<file path="src/rtl/com_bank.sv">
`timescale 1ns/1ps
// com_bank: UART (8N1) host link to NCH write registers and NCH monitored inputs
//   clk        system clock
//   rst_n      asynchronous active-low reset
//   rx         serial input, idle high, asynchronous to clk
//   tx         serial output, idle high
//   data_in    host-written registers, channel k at [k*WIDTH +: WIDTH]
//   data_out   device values reported to the host, same packing
//   wr_strobe  one-cycle pulse on the channel just written
module com_bank #(
  parameter int NCH          = 8,
  parameter int WIDTH        = 8,
  parameter int CLKS_PER_BIT = 104
) (
  input  logic                 clk,
  input  logic                 rst_n,
  input  logic                 rx,
  output logic                 tx,
  output logic [NCH*WIDTH-1:0] data_in,
  input  logic [NCH*WIDTH-1:0] data_out,
  output logic [NCH-1:0]       wr_strobe
);
  localparam int ND = WIDTH / 4;
  localparam int CNTW = $clog2(CLKS_PER_BIT + 1);
  localparam logic [CNTW-1:0] FULL = CNTW'(CLKS_PER_BIT - 1);
  localparam logic [CNTW-1:0] HALF = CNTW'(CLKS_PER_BIT / 2 - 1);

  typedef enum logic [1:0] {RX_IDLE, RX_START, RX_DATA, RX_STOP} rx_st_t;
  typedef enum logic [1:0] {P_IDLE, P_W_CH, P_W_DATA, P_R_CH} p_st_t;

  logic rx_m, rx_s, rx_p;
  rx_st_t rx_st, rx_st_n;
  logic [CNTW-1:0] rx_cnt, rx_cnt_n;
  logic [2:0] rx_bit, rx_bit_n;
  logic [7:0] rx_sh, rx_sh_n;
  logic rx_vld, rx_vld_n;

  // rx_p lags rx_s so a start needs a high-to-low transition; after a framing
  // error the line must therefore return high before the next frame is seen
  always_ff @(posedge clk or negedge rst_n) begin
    if (!rst_n) begin
      rx_m <= 1'b1;
      rx_s <= 1'b1;
      rx_p <= 1'b1;
      rx_st <= RX_IDLE;
      rx_cnt <= '0;
      rx_bit <= '0;
      rx_sh <= '0;
      rx_vld <= 1'b0;
    end else begin
      rx_m <= rx;
      rx_s <= rx_m;
      rx_p <= rx_s;
      rx_st <= rx_st_n;
      rx_cnt <= rx_cnt_n;
      rx_bit <= rx_bit_n;
      rx_sh <= rx_sh_n;
      rx_vld <= rx_vld_n;
    end
  end

  always_comb begin
    rx_st_n = rx_st;
    rx_cnt_n = rx_cnt + 1'b1;
    rx_bit_n = rx_bit;
    rx_sh_n = rx_sh;
    rx_vld_n = 1'b0;
    case (rx_st)
      RX_IDLE: begin
        rx_cnt_n = '0;
        if (rx_p && !rx_s) rx_st_n = RX_START;
      end
      RX_START: if (rx_cnt == HALF) begin
        rx_cnt_n = '0;
        rx_bit_n = '0;
        rx_st_n = rx_s ? RX_IDLE : RX_DATA;
      end
      RX_DATA: if (rx_cnt == FULL) begin
        rx_cnt_n = '0;
        rx_sh_n = {rx_s, rx_sh[7:1]};
        rx_bit_n = rx_bit + 1'b1;
        if (rx_bit == 3'd7) rx_st_n = RX_STOP;
      end
      RX_STOP: if (rx_cnt == FULL) begin
        rx_cnt_n = '0;
        rx_vld_n = rx_s;
        rx_st_n = RX_IDLE;
      end
      default: rx_st_n = RX_IDLE;
    endcase
  end

  logic is_dig, is_hex, ch_ok;
  logic [3:0] nib;
  assign is_dig = rx_sh >= "0" && rx_sh <= "9";
  assign is_hex = is_dig || (rx_sh >= "A" && rx_sh <= "F") || (rx_sh >= "a" && rx_sh <= "f");
  assign nib = is_dig ? rx_sh[3:0] : rx_sh[3:0] + 4'd9;
  assign ch_ok = is_hex && ({1'b0, nib} < 5'(NCH));

  p_st_t p_st, p_st_n;
  logic [3:0] p_ch, p_ch_n, dcnt, dcnt_n;
  logic [WIDTH-1:0] acc, acc_n;
  logic commit, rd_req, err_req;

  always_ff @(posedge clk or negedge rst_n) begin
    if (!rst_n) begin
      p_st <= P_IDLE;
      p_ch <= '0;
      dcnt <= '0;
      acc <= '0;
      data_in <= '0;
      wr_strobe <= '0;
    end else begin
      p_st <= p_st_n;
      p_ch <= p_ch_n;
      dcnt <= dcnt_n;
      acc <= acc_n;
      wr_strobe <= commit ? NCH'(1) << p_ch : '0;
      if (commit) data_in[p_ch*WIDTH +: WIDTH] <= acc_n;
    end
  end

  always_comb begin
    p_st_n = p_st;
    p_ch_n = p_ch;
    dcnt_n = dcnt;
    acc_n = acc;
    commit = 1'b0;
    rd_req = 1'b0;
    err_req = 1'b0;
    if (rx_vld) begin
      case (p_st)
        P_IDLE: begin
          if (rx_sh == "S" || rx_sh == "s") p_st_n = P_W_CH;
          else if (rx_sh == "R" || rx_sh == "r") p_st_n = P_R_CH;
          else err_req = !(rx_sh == 8'h0d || rx_sh == 8'h0a || rx_sh == " ");
        end
        P_W_CH: begin
          p_ch_n = nib;
          acc_n = '0;
          dcnt_n = '0;
          p_st_n = ch_ok ? P_W_DATA : P_IDLE;
          err_req = !ch_ok;
        end
        P_W_DATA: begin
          acc_n = (acc << 4) | WIDTH'(nib);
          dcnt_n = dcnt + 1'b1;
          commit = is_hex && dcnt == 4'(ND - 1);
          p_st_n = (is_hex && !commit) ? P_W_DATA : P_IDLE;
          err_req = !is_hex;
        end
        P_R_CH: begin
          rd_req = ch_ok;
          err_req = !ch_ok;
          p_st_n = P_IDLE;
        end
        default: p_st_n = P_IDLE;
      endcase
    end
  end

  function automatic logic [7:0] hexc(input logic [3:0] n);
    return n < 4'd10 ? 8'h30 + {4'h0, n} : 8'h37 + {4'h0, n};
  endfunction

  // character i of the current message; value digits are taken MSB first
  function automatic logic [7:0] msg_char(input logic err, input logic [3:0] c,
                                          input logic [WIDTH-1:0] v, input logic [3:0] i);
    logic [3:0] d;
    d = 4'(v >> (4 * (ND + 1 - int'(i))));
    if (err) return i == 4'd0 ? 8'h3f : 8'h0a;
    return i == 4'd0 ? 8'h44 : i == 4'd1 ? hexc(c) : i == 4'(ND + 2) ? 8'h0a : hexc(d);
  endfunction

  logic [NCH*WIDTH-1:0] shadow;
  logic any;
  logic [3:0] low;

  always_comb begin
    any = 1'b0;
    low = '0;
    for (int k = NCH - 1; k >= 0; k--)
      if (data_out[k*WIDTH +: WIDTH] != shadow[k*WIDTH +: WIDTH]) begin
        any = 1'b1;
        low = 4'(k);
      end
  end

  logic busy, m_err, slot_v, slot_err;
  logic [3:0] m_ch, idx, bcnt, slot_ch, last;
  logic [WIDTH-1:0] m_val;
  logic [9:0] frame;
  logic [CNTW-1:0] tcnt;
  logic [7:0] nxt;

  assign last = m_err ? 4'd1 : 4'(ND + 2);
  assign nxt = msg_char(m_err, m_ch, m_val, idx + 4'd1);
  assign tx = ~busy | frame[0];

  always_ff @(posedge clk or negedge rst_n) begin
    if (!rst_n) begin
      busy <= 1'b0;
      m_err <= 1'b0;
      m_ch <= '0;
      m_val <= '0;
      idx <= '0;
      bcnt <= '0;
      tcnt <= '0;
      frame <= '1;
      shadow <= '0;
      slot_v <= 1'b0;
      slot_err <= 1'b0;
      slot_ch <= '0;
    end else begin
      if (!busy) begin
        if (slot_v || any) begin
          busy <= 1'b1;
          bcnt <= '0;
          tcnt <= '0;
          idx <= '0;
          m_err <= slot_v && slot_err;
          m_ch <= slot_v ? slot_ch : low;
          m_val <= slot_v ? data_in[slot_ch*WIDTH +: WIDTH] : data_out[low*WIDTH +: WIDTH];
          frame <= {1'b1, (slot_v && slot_err) ? 8'h3f : 8'h44, 1'b0};
          slot_v <= 1'b0;
          // the reported snapshot becomes the new reference for change detection
          if (!slot_v) shadow[low*WIDTH +: WIDTH] <= data_out[low*WIDTH +: WIDTH];
        end
      end else if (tcnt != FULL) begin
        tcnt <= tcnt + 1'b1;
      end else begin
        tcnt <= '0;
        if (bcnt != 4'd9) begin
          bcnt <= bcnt + 1'b1;
          frame <= {1'b1, frame[9:1]};
        end else if (idx == last) begin
          busy <= 1'b0;
        end else begin
          bcnt <= '0;
          idx <= idx + 1'b1;
          frame <= {1'b1, nxt, 1'b0};
        end
      end
      // a fresh request replaces any entry not yet taken by the transmitter
      if (rd_req || err_req) begin
        slot_v <= 1'b1;
        slot_err <= err_req;
        slot_ch <= nib;
      end
    end
  end
endmodule

</file>
<file path="config.mk">
export PLATFORM = sky130hd
export DESIGN_NAME = com_bank
export DESIGN_NICKNAME = d
export VERILOG_FILES = /design/src/rtl/com_bank.sv
export SDC_FILE = /design/constraint.sdc
export NUM_CORES = 1
export LEC_CHECK = 0
export ABC_AREA = 1
export BUFFER_PORTS_ARGS = -buffer_cell sky130_fd_sc_hd__buf_2
export CAP_MARGIN = 15
export CELL_PAD_IN_SITES_DETAIL_PLACEMENT = 1
export CELL_PAD_IN_SITES_GLOBAL_PLACEMENT = 1
export CORE_ASPECT_RATIO = 0.6
export CORE_MARGIN = 2
export CORE_UTILIZATION = 25
export DETAILED_ROUTE_END_ITERATION = 10
export PLACE_DENSITY_LB_ADDON = 0.1
export SLEW_MARGIN = 20
export SYNTH_ARGS = -nofsm -noshare
export SYNTH_HDL_FRONTEND = slang
export SYNTH_SLANG_ARGS = --single-unit
export TNS_END_PERCENT = 30
</file>
<file path="constraint.sdc">
create_clock -name clk -period 4.9 [get_ports clk]
set_input_delay 0.735 -clock clk [delete_from_list [all_inputs] [get_ports clk]]
set_output_delay 0.735 -clock clk [all_outputs]
set_load 0.02 [all_outputs]
</file>
* Word level (Yosys, flattened, before mapping)
Index checks and enable logic that the tools add are counted.
W data, S select, Z words.
** Word-level totals
- Bits in registers :: 223
- Input port bits :: 67
- Output and inout bits :: 73
- Word-level logic and storage cells :: 232
** Cells by class
- $add $sub $neg :: 14
- $lt $le $gt $ge :: 9
- Equality and inequality tests :: 41
- Shifts and indexed selects :: 8
- Multiplexer cells :: 89
- Bitwise operators :: 4
- Reduce and logical (&&, ||, !) cells :: 41
** Operators by type and width (count)
- $bwmux W64 :: 2
- $shift A8 B34 Y64 const A :: 2
- $shiftx A64 B8 Y8 :: 2
- $shiftx A8 B34 Y64 :: 2
- $mux W7 :: 11
- $mux W4 :: 18
- $neg A7 Y34 :: 2
- $ne A8 B8 Y1 :: 8
- $mux W10 :: 5
- $mux W8 :: 5
- $eq A8 B7 Y1 const B :: 4
- $shr A8 B32 Y4 :: 1
- $add A6 B4 Y7 const A :: 4
- $mux W1 :: 26
- $pmux W7 S3 :: 1
- $mux W2 :: 10
- $eq A8 B4 Y1 const B :: 2
- $ge A8 B7 Y1 const B :: 2
- $le A8 B7 Y1 const B :: 2
- $ne A2 B2 Y1 const B :: 8
- $pmux W2 S4 :: 2
- $pmux W8 S2 :: 1
- $add A7 B1 Y7 const B :: 2
- $add A4 B1 Y4 const B :: 3
- 39 further kinds :: 81

* Logic depth before layout (Yosys ltp)
- Depth in word-level cells :: 13
- Mapped depth :: 25
- Mapped depth without buffers :: 21

* Worst setup path after synthesis
OpenSTA, ideal clock, no wires.
- Path type :: input to register
- Start :: in data_out[37]
- End :: reg shadow[15]
- Data arrival time :: 3210 ps
- Data required time :: 4776 ps
- Setup slack :: 1566 ps
- Stages on the path :: 20
- Buffers on the path :: 3
- Path through :: or2_0 > a21oi_1 > nand2_1 > nor2_2 > nand2_1 > nand2_1 > nand2_1 > nand2_2 > nand2_4 > buf_4 > buf_2 > ha_1 > ha_1 > inv_1 > a21oi_4 > nand2_2 > buf_4 > nand2_1 > inv_1 > o21bai_1
** Between the ends
- Cells in the longest elaborated chain, start to end :: 9
** RTL lines
- from (decl) :: line 20 : input logic [NCH*WIDTH-1:0] data_out,
- $ne A8 B8 Y1 :: line 183 : if (data_out[k*WIDTH +: WIDTH] != shadow[k*WIDTH +: WIDTH]) begin
- $mux W4 (5 in series) :: line 183
- $shiftx A64 B8 Y8 or $neg A7 Y34 (tied branches) :: line 227 : if (!slot_v) shadow[low*WIDTH +: WIDTH] <= data_out[low*WIDTH +: WIDTH];
- $shiftx A8 B34 Y64 or $shift A8 B34 Y64 (tied branches) :: line 227
- $bwmux W64 :: line 227
- to (signal, indexed assignment) :: line 227
- to (decl) :: line 175 : logic [NCH*WIDTH-1:0] shadow;
Several ways; a longest one is shown, not always the timed one.
A chain may end at the register's enable or synchronous reset.

* Worst setup path in the final report
- Start :: reg shadow[37]
- End :: reg shadow[52]
** Between the ends
- Cells in the longest elaborated chain, start to end :: 9
** RTL lines (line)
- $ne A8 B8 Y1 * :: 183
- $mux W4 (5 in series) :: 183
- $shiftx A64 B8 Y8 or $neg A7 Y34 (tied branches) :: 227
- $shiftx A8 B34 Y64 or $shift A8 B34 Y64 (tied branches) :: 227
- $bwmux W64 :: 227
Every way passes the cells marked *; elsewhere a longest branch is shown, timed or not.

==> out/metrics.cfg <==
[route]
via_per_inst=4.75
route.detailed.drc=0
routed_wl_microns=49400
drt-pass1-iter-count=7
vias=11331
ant_nets=0
drt_iter0_drc=782
routedWlPerCell_microns=20.7

[critical_path]
end_kind=flip-flop
timing.rr.start=shadow[37]$_DFFE_PN0P_
worst-r2r-cell-count=16
critPathMaxFanout=28
cp-start-kind=flip-flop
reg2reg_to=shadow[52]$_DFFE_PN0P_
r2r_setup_slack_ns=1.21
worst_ep_arrival_time_ns=4.16
critPathRequiredTime_ns=5.37
critPathKind=reg2reg

[sta]
setup_viol=0
fin_skew_ns=0.0163
rsz0062_at_grt=false
period_share_pct=75.2
finalCriticalPeriod_ns=3.69
finalHoldViolCount=0
worst_hold_slack_ns=0.236
max_clock_freq_mhz=271
slew-limit-headroom_pct=36.2
finalSetupTns_ns=0
drv_slew=0
worst_pin_slew_ns=0.956

[yosys]
synthFlopType=dfrtp_1
yosys.area.top_type=dfrtp_1
syn_inst=1584
synth_edf_count=0
syn_area_sq_um=12500
async_flop_share_pct=100
ys.warnings.count=0
avgSynthCellArea_sq_um=7.91
synth_top_cell_area_share_pct=42.0
yosysSeqAreaShare_pct=44.5
synth_cell_types=55
synth_nets=1687
ys_ff_latch=222
synth.area.top_cells=dfrtp_1 (42%), nand2_1 (11%), o21ai_0 (5.8%), nand3_1 (5.4%), inv_1 (5.3%)

[power]
irDropWorstVdd_uv=201
finalPower_mw=4.18
p_leak_nw=7.22
p_per_area_nw_per_um2=282

[global_routing]
gr-total-overflow=0
gr-usage-all-layers_pct=19.1
antenna_found_initial=0
grt_pass1_vias=11405
grt_max_degree=104
grt_pass1_wl_microns=75200

[clock_network]
clk_pin_slew_ns=0.06
cts_max_level=1
root_buffer=clkbuf_16
cts_buffers=26
numClockSinks=222
clockBufferDepth=3
post_cts_buffers=0
cts_resized=0
clkLatencyLatePin_ns=0.55
cts_tree=done
ctsHoldBuffers=0

[flow_run]
max-cap-violations=0

[cells_and_area]
layout_commonest_cell=nand2_1
area_growth_pct=18.6
regArea_sq_um=5570
most-common-layout-cells=nand2_1 (371), dfrtp_1 (210), inv_1 (177), o21ai_0 (146), buf_2 (138)
multi_input_area_sq_um=5930
drive_gt1_share_pct=15.7
num_antenna_cells=0
fin_nets=1820
final_cells=2387
fillers=5940

[die]
dieWidth_microns=293
die_h_microns=177
io_pins=140
start_util_pct=25.3
core_sq_um=49400
fp.dieArea_sq_um=52000
row_count=63

[placement]
dpl.cell_count=2339
place_congestion=0.848
io_buffers=139
dp_hpwl_microns=38900

[min_path]
hp-class=in2async

[run_status]
status=complete, no violations

-- synth_stat cells, types with 10 or more instances --
| cell type | instances |
|---|---|
| a21oi_1 | 27 |
| buf_2 | 15 |
| clkbuf_1 | 26 |
| dfrtp_1 | 210 |
| dfstp_2 | 12 |
| ha_1 | 36 |
| inv_1 | 177 |
| inv_2 | 12 |
| nand2_1 | 371 |
| nand3_1 | 134 |
| nand4_1 | 24 |
| nor2_1 | 124 |
| nor2_2 | 11 |
| nor3_1 | 19 |
| o21ai_0 | 146 |
| o21ai_1 | 10 |
| o21bai_1 | 24 |
| o221ai_1 | 17 |
| o22ai_1 | 18 |
| o31ai_1 | 16 |
| xnor2_1 | 41 |
| xor2_1 | 23 |
-- cells by family (layout without fill, tap and decap cells) --
logic type | count (synthesis) | count (layout) | share of synthesized area (%)
buf+inv | 250 | 403 | 8.19
simple gates | 723 | 723 | 25.4
flops | 222 | 222 | 44.5
fa+ha+maj | 36 | 36 | 3.60
mux | 2 | 2 | 0.160
xor+xnor | 64 | 64 | 4.48
compound gates | 287 | 287 | 13.7
-- critical path, stage by stage (launching register included) --
cell and delay, ns:
dfrtp_1 0.39, or2_0 0.22, a21oi_1 0.15, nand2_1 0.09
nor2_2 0.28, nand2_1 0.10, nand2_1 0.07, nand2_1 0.06
nand2_2 0.10, nand2_4 0.20, ha_1 0.28, ha_1 0.18
inv_1 0.59, nand3_1 0.29, nor2_1 0.31, nand3_1 0.20
nand2_1 0.11
-- sequential cells by signal, indices dropped and copies added, names as in the netlist, 7 cells and up, named ones only --
| name | flops |
|---|---|
| acc | 8 |
| tcnt | 7 |
| m_val | 8 |
| shadow | 64 |
| frame | 9 |
| wr_strobe | 8 |
| data_in | 64 |
| rx_sh | 8 |
| rx_cnt | 7 |
-- layout make-up --
type	instances	area share [%]
tap	650	5.48
clock buffer	38	5.30
timing repair buffer	162	6.00
sequential	222	37.5
multi-input combinational	1112	39.9
clock inverter	10	0.868
inverter	193	4.91
-- per-stage QoR --
step	worst slack [ns]	cell area, sq um	util [%]
2_1_floorplan	1.57	12500	-
3_3_place_gp	0.870	13900	28.2
3_5_place_dp	0.795	13900	28.2
4_1_cts	1.25	14800	30.0
5_1_grt	0.799	14800	30.0
6_report	1.21	14800	30.0
-- per-layer routing --
layer	vias up	part of all wire [%]	global-route usage, %	wire [microns]
li1	5459	-	-	-
met1	5668	58	32.5	28400
met2	177	37	24.8	18500
met3	27	4.2	2.97	2070
met4	0	0.89	2.12	441
met5	-	0	0	0
-- report_power, final --
part           leakage (nW)  total (mW)  internal, mW  switching (mW)
registers              2.93        1.86          1.85          0.0126
clock network         0.458        2.10          1.27           0.834
logic                  3.83       0.218        0.0700           0.148
total                  7.22        4.18          3.19           0.995
-- worst max path at each step --
stage / from / end
2_1_floorplan: data_out[37] / shadow[15]$_DFFE_PN0P_
3_3_place_gp: data_out[50] / shadow[52]$_DFFE_PN0P_
4_1_cts: shadow[49]$_DFFE_PN0P_ / shadow[52]$_DFFE_PN0P_
6_report: shadow[37]$_DFFE_PN0P_ / shadow[52]$_DFFE_PN0P_
5_1_grt: shadow[49]$_DFFE_PN0P_ / shadow[52]$_DFFE_PN0P_
3_5_place_dp: data_out[50] / shadow[52]$_DFFE_PN0P_
Power figures use the tool's default switching activity.
